`src/rtl/dice_pkg.sv`:
```
// Shared FSM state type, die-size constants and BCD / seven-segment helpers
// for the dice_bcd_roller block (up to four BCD digits).
package dice_pkg;

    typedef enum logic [0:0] {
        ST_IDLE    = 1'b0,
        ST_ROLLING = 1'b1
    } state_t;

    localparam int MAX_DIGITS = 4;
    localparam int BCD_MAX_W  = 4 * MAX_DIGITS;

    localparam logic [BCD_MAX_W-1:0] SIDES_D4   = 16'h0004;
    localparam logic [BCD_MAX_W-1:0] SIDES_D6   = 16'h0006;
    localparam logic [BCD_MAX_W-1:0] SIDES_D8   = 16'h0008;
    localparam logic [BCD_MAX_W-1:0] SIDES_D10  = 16'h0010;
    localparam logic [BCD_MAX_W-1:0] SIDES_D12  = 16'h0012;
    localparam logic [BCD_MAX_W-1:0] SIDES_D20  = 16'h0020;
    localparam logic [BCD_MAX_W-1:0] SIDES_D100 = 16'h0100;

    // Segment order {g,f,e,d,c,b,a}, active-high; blank or non-decimal gives all-off.
    function automatic logic [6:0] seg7(input logic [3:0] digit, input logic blank);
        logic [6:0] seg;
        case (digit)
            4'd0:    seg = 7'h3F;
            4'd1:    seg = 7'h06;
            4'd2:    seg = 7'h5B;
            4'd3:    seg = 7'h4F;
            4'd4:    seg = 7'h66;
            4'd5:    seg = 7'h6D;
            4'd6:    seg = 7'h7D;
            4'd7:    seg = 7'h07;
            4'd8:    seg = 7'h7F;
            4'd9:    seg = 7'h6F;
            default: seg = 7'h00;
        endcase
        if (blank) seg = 7'h00;
        return seg;
    endfunction

    function automatic logic [BCD_MAX_W-1:0] bcd_dec(input logic [BCD_MAX_W-1:0] v,
                                                     input int digits);
        logic [BCD_MAX_W-1:0] res;
        logic                 borrow;
        res    = v;
        borrow = 1'b1;
        for (int i = 0; i < MAX_DIGITS; i++) begin
            if (borrow && (i < digits)) begin
                if (v[4*i +: 4] == 4'd0) begin
                    res[4*i +: 4] = 4'd9;
                end else begin
                    res[4*i +: 4] = v[4*i +: 4] - 4'd1;
                    borrow        = 1'b0;
                end
            end
        end
        return res;
    endfunction

endpackage

```
`src/rtl/dice_bcd_roller_debouncer.sv`:
```
// Roll button conditioner: 2-flop synchroniser followed by a tick-sampled
// filter that only accepts a new level after two consecutive samples agree.
module roll_debouncer (
    input  logic clk,
    input  logic rst_n,
    input  logic i_roll,
    input  logic i_tick,
    output logic o_roll_db
);
    logic [1:0] r_sync;
    logic       r_samp;
    logic       r_db;

    always_ff @(posedge clk or negedge rst_n) begin
        if (!rst_n) begin
            r_sync <= 2'b00;
            r_samp <= 1'b0;
            r_db   <= 1'b0;
        end else begin
            r_sync <= {r_sync[0], i_roll};
            if (i_tick) begin
                r_samp <= r_sync[1];
                if (r_sync[1] == r_samp) r_db <= r_sync[1];
            end
        end
    end

    assign o_roll_db = r_db;

endmodule

```
`src/rtl/dice_bcd_roller.sv`:
```
// N-digit BCD dice roller: debounced roll, free-running BCD countdown, release-to-latch
// result, multiplexed 7-seg drive. Define DICE_ROLLER_ANIM_EN for the rolling animation.
module dice_bcd_roller
    import dice_pkg::*;
#(
    parameter int NUM_DIGITS = 3,
    parameter int PRESCALE_W = 10
) (
    input  logic                    clk,
    input  logic                    rst_n,
    input  logic                    roll,
    input  logic [2:0]              sides_sel,
    input  logic [4*NUM_DIGITS-1:0] sides_custom,
    input  logic                    inv_seg,
    input  logic                    inv_dig,
    output logic [7:0]              seg_out,
    output logic [NUM_DIGITS-1:0]   dig_out,
    output logic [4*NUM_DIGITS-1:0] result,
    output logic                    result_valid
);
    localparam int                VW        = 4 * NUM_DIGITS;
    localparam int                SCAN_W    = (NUM_DIGITS > 2) ? 2 : 1;
    localparam logic [VW-1:0]     BCD_ONE   = VW'(1);
    localparam logic [SCAN_W-1:0] SCAN_LAST = SCAN_W'(NUM_DIGITS - 1);

    // Die sizes that do not fit the digit count clamp to all-9s.
    function automatic logic [VW-1:0] sat_sides(input logic [BCD_MAX_W-1:0] full);
        if ((full >> VW) != '0) return {NUM_DIGITS{4'd9}};
        return full[VW-1:0];
    endfunction

    logic [1:0]            r_rst_sync;
    logic                  w_rst_n;
    logic [PRESCALE_W-1:0] r_presc;
    logic                  w_tick;
    logic                  w_roll_db;
    logic                  r_db_q;
    logic                  w_rise;
    logic                  w_fall;
    state_t                r_state;
    logic [VW-1:0]         r_value;
    logic [VW-1:0]         r_sides_q;
    logic [VW-1:0]         r_result;
    logic                  r_result_valid;
    logic [2:0]            r_sel_q;
    logic                  r_sel_chg;
    logic [BCD_MAX_W-1:0]  w_sides_full;
    logic [VW-1:0]         w_sides;
    logic [VW-1:0]         w_dec;
    logic [SCAN_W-1:0]     r_scan;
    logic [3:0]            w_nib;
    logic                  w_blank;
    logic [6:0]            w_seg;
    logic [NUM_DIGITS-1:0] w_dig;

    // Reset asserts asynchronously, releases two clocks after rst_n rises.
    always_ff @(posedge clk or negedge rst_n) begin
        if (!rst_n) r_rst_sync <= 2'b00;
        else        r_rst_sync <= {r_rst_sync[0], 1'b1};
    end
    assign w_rst_n = r_rst_sync[1];

    always_ff @(posedge clk or negedge w_rst_n) begin
        if (!w_rst_n) r_presc <= '0;
        else          r_presc <= r_presc + 1'b1;
    end
    assign w_tick = (r_presc == '0);

    roll_debouncer u_debouncer (
        .clk       (clk),
        .rst_n     (w_rst_n),
        .i_roll    (roll),
        .i_tick    (w_tick),
        .o_roll_db (w_roll_db)
    );

    always_comb begin
        w_sides_full = '0;
        case (sides_sel)
            3'd0:    w_sides_full = SIDES_D4;
            3'd1:    w_sides_full = SIDES_D6;
            3'd2:    w_sides_full = SIDES_D8;
            3'd3:    w_sides_full = SIDES_D10;
            3'd4:    w_sides_full = SIDES_D12;
            3'd5:    w_sides_full = SIDES_D20;
            3'd6:    w_sides_full = SIDES_D100;
            default: begin
                for (int i = 0; i < NUM_DIGITS; i++) begin
                    w_sides_full[4*i +: 4] = (sides_custom[4*i +: 4] > 4'd9) ? 4'd9
                                                                             : sides_custom[4*i +: 4];
                end
            end
        endcase
    end

    assign w_sides = sat_sides(w_sides_full);
    assign w_dec   = VW'(bcd_dec(BCD_MAX_W'(r_value), NUM_DIGITS));
    assign w_rise  = w_roll_db & ~r_db_q;
    assign w_fall  = ~w_roll_db & r_db_q;

    // Select changes are only honoured in IDLE so a return from ROLLING never reloads.
    always_ff @(posedge clk or negedge w_rst_n) begin
        if (!w_rst_n) begin
            r_state        <= ST_IDLE;
            r_value        <= BCD_ONE;
            r_sides_q      <= '0;
            r_result       <= '0;
            r_result_valid <= 1'b0;
            r_db_q         <= 1'b0;
            r_sel_q        <= 3'd0;
            r_sel_chg      <= 1'b0;
        end else begin
            r_result_valid <= 1'b0;
            r_db_q         <= w_roll_db;
            r_sel_q        <= sides_sel;
            r_sel_chg      <= (sides_sel != r_sel_q) && (r_state == ST_IDLE);
            case (r_state)
                ST_IDLE: begin
                    if (w_rise) begin
                        r_state   <= ST_ROLLING;
                        r_sides_q <= w_sides;
                        r_value   <= w_sides;
                    end else if (r_sel_chg) begin
                        r_value <= w_sides;
                    end
                end
                default: begin
                    if (w_fall) begin
                        r_state        <= ST_IDLE;
                        r_result       <= r_value;
                        r_result_valid <= 1'b1;
                    end else if (r_sides_q == '0) begin
                        r_value <= '0;
                    end else if (r_value == BCD_ONE) begin
                        r_value <= r_sides_q;
                    end else begin
                        r_value <= w_dec;
                    end
                end
            endcase
        end
    end

    always_ff @(posedge clk or negedge w_rst_n) begin
        if (!w_rst_n)                r_scan <= '0;
        else if (r_scan == SCAN_LAST) r_scan <= '0;
        else                         r_scan <= r_scan + 1'b1;
    end

`ifdef DICE_ROLLER_ANIM_EN
    logic [2:0] r_anim;

    always_ff @(posedge clk or negedge w_rst_n) begin
        if (!w_rst_n)                   r_anim <= 3'd0;
        else if (r_state != ST_ROLLING) r_anim <= 3'd0;
        else if (w_tick)                r_anim <= (r_anim == 3'd5) ? 3'd0 : r_anim + 3'd1;
    end
`endif

    always_comb begin
        w_nib   = r_value[4*r_scan +: 4];
        w_blank = (r_scan != '0) && ((r_value >> (4*r_scan)) == '0);
        w_seg   = seg7(w_nib, w_blank);
        w_dig   = NUM_DIGITS'(1) << r_scan;
        if (r_state == ST_ROLLING) begin
`ifdef DICE_ROLLER_ANIM_EN
            w_seg = 7'd1 << r_anim;
`else
            w_seg = 7'd0;
            w_dig = '0;
`endif
        end
    end

    assign seg_out      = {1'b0, w_seg} ^ {8{inv_seg}};
    assign dig_out      = w_dig ^ {NUM_DIGITS{inv_dig}};
    assign result       = r_result;
    assign result_valid = r_result_valid;

endmodule
```
`config.mk`:
```
export PLATFORM = sky130hd
export DESIGN_NAME = dice_bcd_roller
export DESIGN_NICKNAME = d
export VERILOG_FILES = /design/src/rtl/dice_pkg.sv /design/src/rtl/dice_bcd_roller_debouncer.sv /design/src/rtl/dice_bcd_roller.sv
export SDC_FILE = /design/constraint.sdc
export NUM_CORES = 1
export LEC_CHECK = 0
export ABC_AREA = 1
export CAP_MARGIN = 15
export CORE_ASPECT_RATIO = 1.25
export CORE_MARGIN = 2
export CORE_UTILIZATION = 40
export DETAILED_ROUTE_END_ITERATION = 10
export PLACE_DENSITY = 0.64
export SLEW_MARGIN = 0
export SYNTH_ARGS = -nofsm -noshare
export SYNTH_HDL_FRONTEND = slang
export SYNTH_SLANG_ARGS = --single-unit
```
`constraint.sdc`:
```
create_clock -name clk -period 1.9 [get_ports clk]
set_clock_uncertainty 0.05 [all_clocks]
set_input_delay 0.285 -clock clk [delete_from_list [all_inputs] [get_ports clk]]
set_output_delay 0.285 -clock clk [all_outputs]
set_load 0.02 [all_outputs]
```
; After elaboration in Yosys (flattened, before gate mapping)
; Memories as Yosys holds them, arrays and structs flattened.
; Index checks and enable logic that the tools add are counted.
[word_totals]
n_memories = 1
out_inout_bits = 24
word_cells = 92
ff_bits = 61
rom_bits = 112
inputBits = 20
[classes]
muxes = 27
shifts = 3
magnitude_cmp = 3
n_eq_ne = 13
bitwise_logic = 7
addsub = 5
reduce_logical = 17
[memory_table]
columns = name, words, word_bits, rd, rd_clocked_by_memory_dff, write_ports, line
row1 = (name not given), 16, 7, 1, 0, 0, dice_pkg.sv:24  ; case (digit)
[op_table]
columns = operator, n
row1 = one-hot mux 12 bit (7 select lines), 1
row2 = two-way mux 12 bit, 6
row3 = two-way mux 4 bit, 8
row4 = zero test 12 bit, 2
row5 = two-way mux 7 bit, 2
row6 = equality test 12 x 1 -> 1 bit (second input constant), 1
row7 = greater-than comparator 4 bit (second input constant), 3
row8 = zero test 4 bit, 3
row9 = indexed part select 12 x 5 -> 4 bit, 1
row10 = right shift 12 x 4 -> 12 bit, 1
row11 = subtractor 4 x 1 -> 4 bit (second input constant), 3
row12 = adder 10 x 1 -> 10 bit (second input constant), 1
row13 = zero test 10 bit, 1
row14 = equality test 3 bit (second input constant), 3
row15 = two-way mux 1 bit, 8
row16 = != test 4 x 1 -> 1 bit (second input constant), 2
row17 = AND reduction 2 bit, 4
row18 = XOR 7 x 8 -> 8 bit, 1
row19 = equality test 3 x 2 -> 1 bit (second input constant), 2
row20 = AND reduction 3 bit, 2
row21 = equality test 3 x 1 -> 1 bit (second input constant), 1
row22 = zero test 3 bit, 1
row23 = two-way mux 3 bit, 1
row24 = != test 3 bit, 1
row25 = other kinds (12), 16

; Depth between registers and ports, before layout
; Gate-level depths: netlist (run 1).
[depth]
ltp_word = 8
depth_mapped = 13
ltp_nobuf = 12

; Hierarchy
; Synthesis (run 1) repeated with hierarchy kept, for this count alone.
[hier_totals]
cells_unflattened = 470
area_unflattened_um2 = 3534.6
[modules_own_cells]
columns = mod, n_inst, seq_area_each_um2, cells_each, area_each_um2
row1 = dice_bcd_roller, 1, 1427.6, 455, 3392.0
row2 = roll_debouncer, 1, 100.1, 15, 142.6

; Worst setup path before layout (run 1)
; No wires, ideal clock.
[synth_path]
path_type = flip-flop to output port
startpoint = register r_value[0]
endpoint = output port seg_out[1]
t_required_ns = 1.565
arrival_time_ns = 1.716
setup_slack_ns = -0.151
stages_incl_launch_ff = 13
path_buffers = 1
cell_sequence = dfstp_2 clkbuf_2 nand2_1 nand3_1 inv_1 ha_1 inv_1 nor2_2 nand2_2 nand2_1 nor2_1 nand3_1 nand2_1
[synth_via]
elab_chain_len = 6
word_cells_on_any_way = 8
classes_between = 2 x shift / 2 x mux / 1 x bitwise / 2 x reduce/logical / 1 x memory
[synth_lines]
columns = item, line
row1 = from (decl), dice_bcd_roller.sv:41  ; logic [VW-1:0] r_value;
row2 = from (signal assigned), dice_bcd_roller.sv:122  ; r_value <= w_sides;
row3 = from (signal assigned), dice_bcd_roller.sv:124  ; r_value <= w_sides;
row4 = from (signal assigned), dice_bcd_roller.sv:135  ; r_value <= r_sides_q;
row5 = branches (longest 3 deep; another with memory read (16 x 7 bit)), -
row6 = two-way mux 7 bit *, dice_pkg.sv:37  ; if (blank) seg = 7'h00;
row7 = two-way mux 7 bit *, dice_bcd_roller.sv:165  ; if (r_state == ST_ROLLING) begin
row8 = XOR 7 x 8 -> 8 bit *, dice_bcd_roller.sv:175  ; assign seg_out = {1'b0, w_seg} ^ {8{inv_seg}};
row9 = to (decl), dice_bcd_roller.sv:16  ; output logic [7:0] seg_out,
; Every way passes the cells marked *.

; Worst setup path after layout (run 1)
[layout_path]
startpoint = register r_scan[0]
endpoint = output port seg_out[1]
[layout_via]
elab_chain_len = 6
word_cells_on_any_way = 9
classes_between = 2 x shift / 2 x mux / 1 x bitwise / 3 x reduce/logical / 1 x memory
[layout_lines]
columns = item, line
row1 = from (decl), dice_bcd_roller.sv:50  ; logic [SCAN_W-1:0] r_scan;
row2 = from (signal assigned), dice_bcd_roller.sv:147  ; else r_scan <= r_scan + 1'b1;
row3 = branches (longest 3 deep; another with memory read (16 x 7 bit)), -
row4 = two-way mux 7 bit *, dice_pkg.sv:37
row5 = two-way mux 7 bit *, dice_bcd_roller.sv:165
row6 = XOR 7 x 8 -> 8 bit *, dice_bcd_roller.sv:175
; Marked as above.

==> results of run 1 <==
[through the flow]
step                instance area [um^2]  TNS, ps  worst slack [ps]  utilization [%]
floorplan                           3580        0              6.34                -
global placement                    4480    -3700              -547             51.7
detailed placement                  4480    -4140              -626             51.7
CTS                                 4760    -3070              -459             55.0
global route                        4870    -4380              -628             56.2
finish                              4870    -3380              -502             56.2
[kinds of logic after synthesis]
group	count (synthesis)	share of synthesized area [%]
AND/OR/NAND/NOR	267	34.0
buffers and inverters	75	8.58
flip-flops	61	43.3
AO/OA/AOI/OAI	54	8.30
XOR/XNOR	12	2.98
adder cells (fa/ha/maj)	7	2.48
other	1	0.106
multiplexers	1	0.319
[routing by layer]
metal	part of all wire (%)	wire length, um	vias to the layer above
li1	-	-	1742
met1	43	3940	1589
met2	52	4760	59
met3	3.0	272	9
met4	1.2	108	0
met5	0	0	-
[path summary, 6_finish.rpt]
path / from / endpoint / cells past startpoint
worst max register to register: r_value[3] / r_value[9] / 10
worst min-delay path: rst_n / r_rst_sync[0] / 1
worst min register to register: r_rst_sync[1] / r_state / 1
worst max-delay path: r_scan[0] / seg_out[1] / 13
max in group asynchronous: r_rst_sync[1] / r_value[0] / 1
min in group clk: r_rst_sync[0] / r_rst_sync[1] / 0
[report_power, final]
group / switching (mW) / total, mW / internal [mW]
logic: 0.436 / 0.779 / 0.343
registers: 0.0204 / 1.35 / 1.33
clock network: 0.566 / 1.18 / 0.611
[critical path: cells and delay by family (launching register included)]
| family | cells | cell delay [ps] |
|---|---|---|
| DFF | 1 | 450 |
| buffers and inverters | 4 | 370 |
| and+or+nand+nor | 8 | 760 |
| adders and majority gates | 1 | 150 |
[Yosys cell counts, drive strengths merged]
| cell type | instances |
|---|---|
| nand3 | 54 |
| nand4 | 20 |
| dfrtp | 60 |
| nor3 | 4 |
| or2 | 1 |
| nand3b | 1 |
| inv | 62 |
| o21ai | 34 |
| ha | 7 |
| a21boi | 1 |
| mux2 | 1 |
| o21bai | 1 |
| o211ai | 3 |
| xor2 | 12 |
| clkbuf | 5 |
| a211oi | 1 |
| buf | 8 |
| o31ai | 1 |
| nor2 | 49 |
| conb | 1 |
| o22ai | 1 |
| nand2 | 138 |
| dfstp | 1 |
| a21oi | 12 |
[area by class of cell]
class	instances	share of cell area (%)
Multi-Input combinational cell	342	37.9
Timing Repair Buffer	104	18.6
Tap cell	120	3.08
Sequential cell	61	31.5
Inverter	62	4.94
Clock buffer	9	2.54
Clock inverter	7	1.52
[timing repair]
item,CTS,global route
gates resized for setup,69,20
endpoints found under the setup margin,10,13
hold buffers,0,0
pin swaps,16,9
buffers inserted,3,7
[registers in the layout, indices dropped and copies added (netlist names)]
signal / cells
result: 12
result_valid: 1
r_value: 12
r_sides_q: 12
r_scan: 2
r_sel_chg: 1
u_debouncer.r_samp: 1
r_sel_q: 3
r_db_q: 1
r_rst_sync: 2
u_debouncer.o_roll_db: 1
r_presc: 10
r_state: 1
u_debouncer.r_sync: 2
==> results.ini, run 1 <==
[cells_and_area]
fillerInstances = 818
layout.cells.non_filler = 705
area_growth_pct = 37.9
final_cell_mix = nand2_1 (124), buf_4 (61), dfrtp_1 (57)
drive_above_1_share_pct = 24.6
layout.cells.most_common = nand2_1
diodes = 0
multi_input_area_um2 = 1840
seq_area_um2 = 1530
final_nets = 607

[grt]
grt_use_met1_pct = 24.5
antenna_found_initial = 0
met2_usage_pct = 35.9
globalRoute.busiestLayer = met2
gr-total-overflow = 0
met3_usage_pct = 4.09
grt_first_pass_wirelength_mm = 14.9
grt_usage_pct = 20.4
grt_pass1_vias = 3266
grt_max_degree = 60

[setup_path]
r2r_slack_ps = 110
crit_type = reg2out
critPathLaunchType = flop
max_stage_delay_ps = 450
critPathArrivalTime_ps = 2070
crit_path_end_kind = output pin
critPathRequiredTime_ps = 1560
worstPathMaxFanout = 7
path_cells = inv_2 > nand3_2 > nand2_2 > nor2_4 > ha_4 > inv_2 > nor2_4 > nand2_4 > buf_4 > nand4_1 > nand2_1 > nand2_2 > buf_6
cp_slowest_cell = dfrtp_2

[power]
power_per_cell_area_nw_per_um2 = 680
p_total_mw = 3.31
total_leakage_power_nw = 2.51
ir_worst_vdd_mv = 0.500

[floorplanning]
die_area_um2 = 9600
die_h_um = 109
rows = 38
die_width_um = 88.0
core_um2 = 8650
start_util_pct = 40.8
io_pins = 44

[cts]
cts_buffers = 9
cts_tree = built
clk_latency_ps = 350
clk_pin_slew_ps = 70
htreeDepth = 3
cts_max_path_buffers = 2
clkSinkCount = 61
cts-root-buf = clkbuf_8

[logic_synthesis]
syn_nets = 505
seq_area_frac_synth_pct = 43.3
yosysUniqueCellTypes = 35
synth.cell_area_um2 = 3530
synth_top_area_share_pct = 42.5
yosysTopAreaCell = dfrtp_1
ys_ff_latch = 61
syn_area_per_cell_um2 = 7.38
syn-instance-count = 478
synth_area_leaders = dfrtp_1 (43%), nand2_1 (14%), nand3_1 (7.2%)
yosysWarnings = 0

[detailed_routing]
drt-total-wl_mm = 9.09
first_pass_iters = 6
vias = 3399
avgViaCountPerCell = 4.82
ant_nets = 0
drtIter0Drc = 151
drcViolationCount = 0
wire_per_inst_um = 12.9

[sta]
hold_viol_final = 0
slew_viol_final = 0
max_freq_mhz = 416
period_minus_slack_ps = 2400
post-route-period-util_pct = 126
rsz0062_at_grt = yes
fin_ws_ps = -502
hold_ws_ps = 39.1
setup_violations = 7

[run_status]
violations = negative setup slack
status = finished with violations

[placement]
hpwl_mm = 6.88
placed_cells = 679
place_congestion = 0.862
portBuffers = 43

[hold_path]
worstHoldPathType = in2async

[flow_run]
cap_violations = 0

Power figures use the tool's default switching activity.
==> run 2: changes to the inputs <==
--- a/config.mk
+++ b/config.mk
@@ -6,7 +6,7 @@
 export NUM_CORES = 1
 export LEC_CHECK = 0
 export ABC_AREA = 1
-export CAP_MARGIN = 15
+export CAP_MARGIN = 20
 export CORE_ASPECT_RATIO = 1.25
 export CORE_MARGIN = 2
 export CORE_UTILIZATION = 40
==> results of run 2 <==
The final DEF is identical to that of run 1; final timing and power are the same.
